[src/rtl/tpu_cmd_sequencer.sv]
// TPU command sequencer: streams A/B operand rows onto the TPU bus, optionally clears C,
// kicks one compute, waits it out, then streams C back through a single output register.
module tpu_cmd_sequencer #(
    parameter int unsigned DIM            = 8,
    parameter int unsigned DATAW          = 64,
    parameter int unsigned ADDRW          = 16,
    parameter int unsigned COMPUTE_CYCLES = 3 * DIM
) (
    input  logic             clk,
    input  logic             rst_n,
    input  logic             start,
    input  logic             clr_c,
    input  logic             in_valid,
    output logic             in_ready,
    input  logic [DATAW-1:0] in_data,
    output logic             out_valid,
    input  logic             out_ready,
    output logic [DATAW-1:0] out_data,
    output logic             tpu_r_w,
    output logic [ADDRW-1:0] tpu_addr,
    output logic [DATAW-1:0] tpu_wdata,
    input  logic [DATAW-1:0] tpu_rdata,
    output logic             busy,
    output logic             done
);

    localparam int unsigned IdxW  = $clog2(2 * DIM + 1);
    localparam int unsigned WaitW = $clog2(COMPUTE_CYCLES + 1);

    localparam logic [IdxW-1:0]  LastRow  = IdxW'(DIM - 1);
    localparam logic [IdxW-1:0]  LastHalf = IdxW'(2 * DIM - 1);
    localparam logic [WaitW-1:0] LastWait = WaitW'(COMPUTE_CYCLES - 1);

    localparam logic [ADDRW-1:0] AddrA     = ADDRW'(16'h100);
    localparam logic [ADDRW-1:0] AddrB     = ADDRW'(16'h200);
    localparam logic [ADDRW-1:0] AddrC     = ADDRW'(16'h300);
    localparam logic [ADDRW-1:0] AddrStart = ADDRW'(16'h400);

    typedef enum logic [3:0] {
        StIdle,
        StLoadA,
        StLoadB,
        StClrC,
        StKick,
        StWait,
        StReadC,
        StDrain,
        StDone
    } state_e;

    state_e            state_q, state_d;
    logic [IdxW-1:0]   idx_q, idx_d;
    logic [WaitW-1:0]  wait_q, wait_d;
    logic              clr_q, clr_d;
    logic              out_valid_q, out_valid_d;
    logic [DATAW-1:0]  out_data_q, out_data_d;

    logic              load_st;
    logic              accept;
    logic              issue;
    logic [ADDRW-1:0]  row_offs;

    assign load_st  = (state_q == StLoadA) || (state_q == StLoadB);
    assign accept   = load_st && in_valid;
    // A read is issued only if the output register is free by the next edge.
    assign issue    = (state_q == StReadC) && (!out_valid_q || out_ready);
    // Rows are 8 bytes apart; C halves interleave, so C (row, half) is also idx * 8.
    assign row_offs = ADDRW'({idx_q, 3'b000});

    always_ff @(posedge clk or negedge rst_n) begin
        if (!rst_n) begin
            state_q     <= StIdle;
            idx_q       <= '0;
            wait_q      <= '0;
            clr_q       <= 1'b0;
            out_valid_q <= 1'b0;
            out_data_q  <= '0;
        end else begin
            state_q     <= state_d;
            idx_q       <= idx_d;
            wait_q      <= wait_d;
            clr_q       <= clr_d;
            out_valid_q <= out_valid_d;
            out_data_q  <= out_data_d;
        end
    end

    always_comb begin
        state_d = state_q;
        clr_d   = clr_q;
        case (state_q)
            StIdle: begin
                if (start) begin
                    state_d = StLoadA;
                    clr_d   = clr_c;
                end
            end
            StLoadA: if (accept && idx_q == LastRow) state_d = StLoadB;
            StLoadB: if (accept && idx_q == LastRow) state_d = clr_q ? StClrC : StKick;
            StClrC:  if (idx_q == LastHalf) state_d = StKick;
            StKick:  state_d = StWait;
            StWait:  if (wait_q == LastWait) state_d = StReadC;
            StReadC: if (issue && idx_q == LastHalf) state_d = StDrain;
            StDrain: if (out_valid_q && out_ready) state_d = StDone;
            StDone:  state_d = StIdle;
            default: state_d = StIdle;
        endcase

        idx_d  = idx_q;
        wait_d = wait_q;
        if (state_d != state_q) begin
            idx_d  = '0;
            wait_d = '0;
        end else begin
            case (state_q)
                StLoadA, StLoadB: if (accept) idx_d = idx_q + IdxW'(1);
                StClrC:           idx_d = idx_q + IdxW'(1);
                StReadC:          if (issue) idx_d = idx_q + IdxW'(1);
                StWait:           wait_d = wait_q + WaitW'(1);
                default:          ;
            endcase
        end

        out_valid_d = out_valid_q;
        out_data_d  = out_data_q;
        if (issue) begin
            out_valid_d = 1'b1;
            out_data_d  = tpu_rdata;
        end else if (out_ready) begin
            out_valid_d = 1'b0;
        end
    end

    always_comb begin
        in_ready  = load_st;
        busy      = (state_q != StIdle);
        done      = (state_q == StDone);
        tpu_r_w   = 1'b0;
        tpu_addr  = '0;
        tpu_wdata = '0;
        case (state_q)
            StLoadA, StLoadB: begin
                tpu_r_w = 1'b1;
                if (accept) begin
                    tpu_addr  = ((state_q == StLoadA) ? AddrA : AddrB) + row_offs;
                    tpu_wdata = in_data;
                end
            end
            StClrC: begin
                tpu_r_w  = 1'b1;
                tpu_addr = AddrC + row_offs;
            end
            StKick:  tpu_addr = AddrStart;
            StReadC: if (issue) tpu_addr = AddrC + row_offs;
            default: ;
        endcase
    end

    assign out_valid = out_valid_q;
    assign out_data  = out_data_q;

endmodule
[config.mk]
export PLATFORM = sky130hd
export DESIGN_NAME = tpu_cmd_sequencer
export DESIGN_NICKNAME = d
export VERILOG_FILES = /design/src/rtl/tpu_cmd_sequencer.sv
export SDC_FILE = /design/constraint.sdc
export NUM_CORES = 1
export LEC_CHECK = 0
export ABC_CLOCK_PERIOD_IN_PS = 2400
export BUFFER_PORTS_ARGS = -buffer_cell sky130_fd_sc_hd__buf_2
export CORE_AREA = 2 2 110 112
export CTS_BUF_LIST = sky130_fd_sc_hd__clkbuf_8 sky130_fd_sc_hd__clkbuf_16
export DETAILED_ROUTE_END_ITERATION = 10
export DIE_AREA = 0 0 112 114
export GPL_ROUTABILITY_DRIVEN = 0
export GPL_TIMING_DRIVEN = 0
export HOLD_SLACK_MARGIN = 0.15
export PLACE_DENSITY = 0.74
export SYNTH_ARGS = -nofsm -noshare
export SYNTH_HDL_FRONTEND = slang
export SYNTH_SLANG_ARGS = --single-unit
[constraint.sdc]
create_clock -name clk -period 2.4 [get_ports clk]
set_input_delay 0.48 -clock clk [delete_from_list [all_inputs] [get_ports clk]]
set_output_delay 0.48 -clock clk [all_outputs]
set_load 0.005 [all_outputs]
==> summary.txt <==
status = finished, final reports clean
commonest non-fill, non-tap cell in the layout = buf_2
Initial Util = 0.335
area grow syn2layout = 53.9%
TritonCTS clock tree = built
I/O pin count = 283
TritonCTS Buffers = 9
initial DRC count = 110
clock root buffer = clkbuf_16
post-route non-filler standard cell count = 786
WS Path Type = reg2out
most frequent cells in the layout = buf_2 (276), dfrtp_1 (79), and2_1 (65), mux2_2 (65), buf_4 (21)
Seq/Total Area, Yosys = 0.510
pin count of the biggest net entering global routing = 51
routed vias/inst = 4.65
max-cap viol count = 0
initial antenna violation count = 0
Port Buf Inserts = 274
asr flop ratio synth = 1.00
WL final = 11100 um
fin nets = 771
RSZ-0062 raised after global routing = true
min-delay worst type = in2reg
Ys Warns = 0
f_max = 0.430 GHz
peak fanout along the critical path = 10
WL/cell = 14.2 um
die area = 12800 um2
Vias = 3657
Die W = 112 um
synthesis-stage register bit count = 80
Syn Inst Count = 334
Max Clock Skew = 7.06 ps
Slew Viols, Final = 0
final HPWL from detailed placement = 8770 um
# DRC = 0
pre-CTS setup slack = -391 ps
min Tclk post-route = 2330 ps
grt ovf = 0
post-route core utilization = 0.516
Primary FF master, synth = dfrtp_1
EDFF count, synth = 0
# clock sinks = 80
R2R setup slack = 110 ps
first-pass GRT wire length = 17000 um
Worst-path clk slew = 60 ps
Row Count = 40
Core ar. = 11700 um2
Final Hold Viols = 0
period utilisation layout = 0.969
Total GRT Usage = 0.167
Post-Place Cells = 763
vias in the first global route = 3536
Power Density = 1080 nW/um2
required time of the critical path = 1920 ps
Worst EP arrival = 1850 ps
synthesized area per cell = 11.8 um2
overall power = 6.50 mW
# diodes = 0
Synth cell types = 42
layout cells sized above 1 = 0.638
CTS H-tree lvls = 3
DIE HEIGHT = 114 um
Filler cells = 1072
worst skew pair latency = 330 ps
first-pass iteration count of the detailed router = 4
mapped cell area = 3930 um2
worst-case clock buffer depth = 2
Setup WS post-layout = 74.0 ps
post-route ant nets = 0
Peak supply drop = 557 uV
Startpoint Class = flop
crit end category = output pin
Setup Viol. Count Final = 0
Leakage = 3.17 nW
-- worst paths after layout --
kind | from | endpoint | cells after the start
hold reg to reg | out_data[49]$_DFFE_PN0P_ | out_data[49]$_DFFE_PN0P_ | 1
min in group asynchronous | rst_n | out_data[14]$_DFFE_PN0P_ | 2
setup / recovery | state_q[0]$_DFF_PN0_ | tpu_wdata[23] | 6
hold / removal | tpu_rdata[61] | out_data[61]$_DFFE_PN0P_ | 2
max in group asynchronous | rst_n | state_q[2]$_DFF_PN0_ | 3
setup reg to reg | idx_q[0]$_DFFE_PN0P_ | idx_q[4]$_DFFE_PN0P_ | 9
-- power breakdown --
group / switching (mW) / internal (mW) / total [mW]
Clock: 0.539 / 0.837 / 1.38
Sequential: 0.338 / 1.98 / 2.31
Combinational: 1.23 / 1.58 / 2.82
Total: 2.11 / 4.39 / 6.50
-- synth_stat cells (2+ instances only) --
cell type | count | area share
nand4_1 | 3 | 0.0048
ha_1 | 3 | 0.0096
or3_1 | 2 | 0.0032
nand3_1 | 3 | 0.0038
nand2_1 | 11 | 0.011
o32ai_1 | 2 | 0.0045
nor2_1 | 18 | 0.017
clkbuf_1 | 6 | 0.0057
and2_1 | 68 | 0.11
xor2_1 | 3 | 0.0067
nand2b_1 | 4 | 0.0064
mux2_2 | 65 | 0.19
o21ai_0 | 8 | 0.010
buf_2 | 4 | 0.0051
inv_1 | 3 | 0.0029
nor2b_1 | 3 | 0.0048
nor3_1 | 2 | 0.0025
and3_1 | 2 | 0.0032
dfrtp_1 | 80 | 0.51
or2_2 | 2 | 0.0032
o21bai_1 | 2 | 0.0038
buf_4 | 14 | 0.027
buf_6 | 2 | 0.0057
a21oi_1 | 6 | 0.0076
-- flip-flops by register name, summed over array words and instances, names as in the netlist --
name       count
state_q        4
out_data      64
idx_q          5
clr_q          1
out_valid      1
wait_q         5
-- through the flow --
| step | area (um2) | setup TNS (ps) | hold slack, ps |
|---|---|---|---|
| final | 6040 | 0 | 373 |
| after global routing | 6040 | -159 | 357 |
| after floorplan | 3950 | 0 | 184 |
| after global placement | 5510 | -11810 | 484 |
| after CTS | 5970 | 0 | 358 |
| after detailed placement | 5540 | -16260 | 438 |
-- worst max-delay path, stage by stage, from the launching register on --
cell      delay [ps]
dfrtp_1          430
nand2b_1         160
buf_4            180
a21oi_4          230
clkbuf_8         190
and2_1           180
buf_2            140
-- metal layers --
layer  share of wire  up-vias  GRT usage
met1            0.37     1705      0.185
met2            0.53      195      0.311
met5               0        -          0
met3           0.077       20     0.0399
met4           0.021        0     0.0626
li1                -     1737          -
-- repair_timing --
| item | CTS | global route |
|---|---|---|
| pin swaps | 1 | 3 |
| hold buffers | 1 | 0 |
| endpoints found under the setup margin | 78 | 23 |
| buffers inserted | 1 | 4 |
| gates cloned | 1 | 0 |
| endpoints found under the hold margin | 30 | 0 |
| resized for setup | 26 | 12 |
-- layout make-up --
| type | instances | area, um2 | share of cell area |
|---|---|---|---|
| clock inverter | 6 | 65.1 | 0.0108 |
| sequential | 80 | 2000 | 0.331 |
| clock buffer | 10 | 239 | 0.0395 |
| tap | 147 | 184 | 0.0304 |
| timing repair buffer | 281 | 1460 | 0.242 |
| inverter | 3 | 11.3 | 0.00186 |
| buffer | 26 | 209 | 0.0346 |
| multi-input combinational | 233 | 1870 | 0.310 |
-- logic make-up after synthesis --
family | synth area share
xor gates and xnor gates | 0.00892
and+or+nand+nor | 0.180
DFF | 0.510
muxes | 0.192
buffers and inverters | 0.0462
AOI/OAI and AO/OA | 0.0519
other | 0.000955
adders and majority gates | 0.00956
Power figures use the tool's default switching activity.
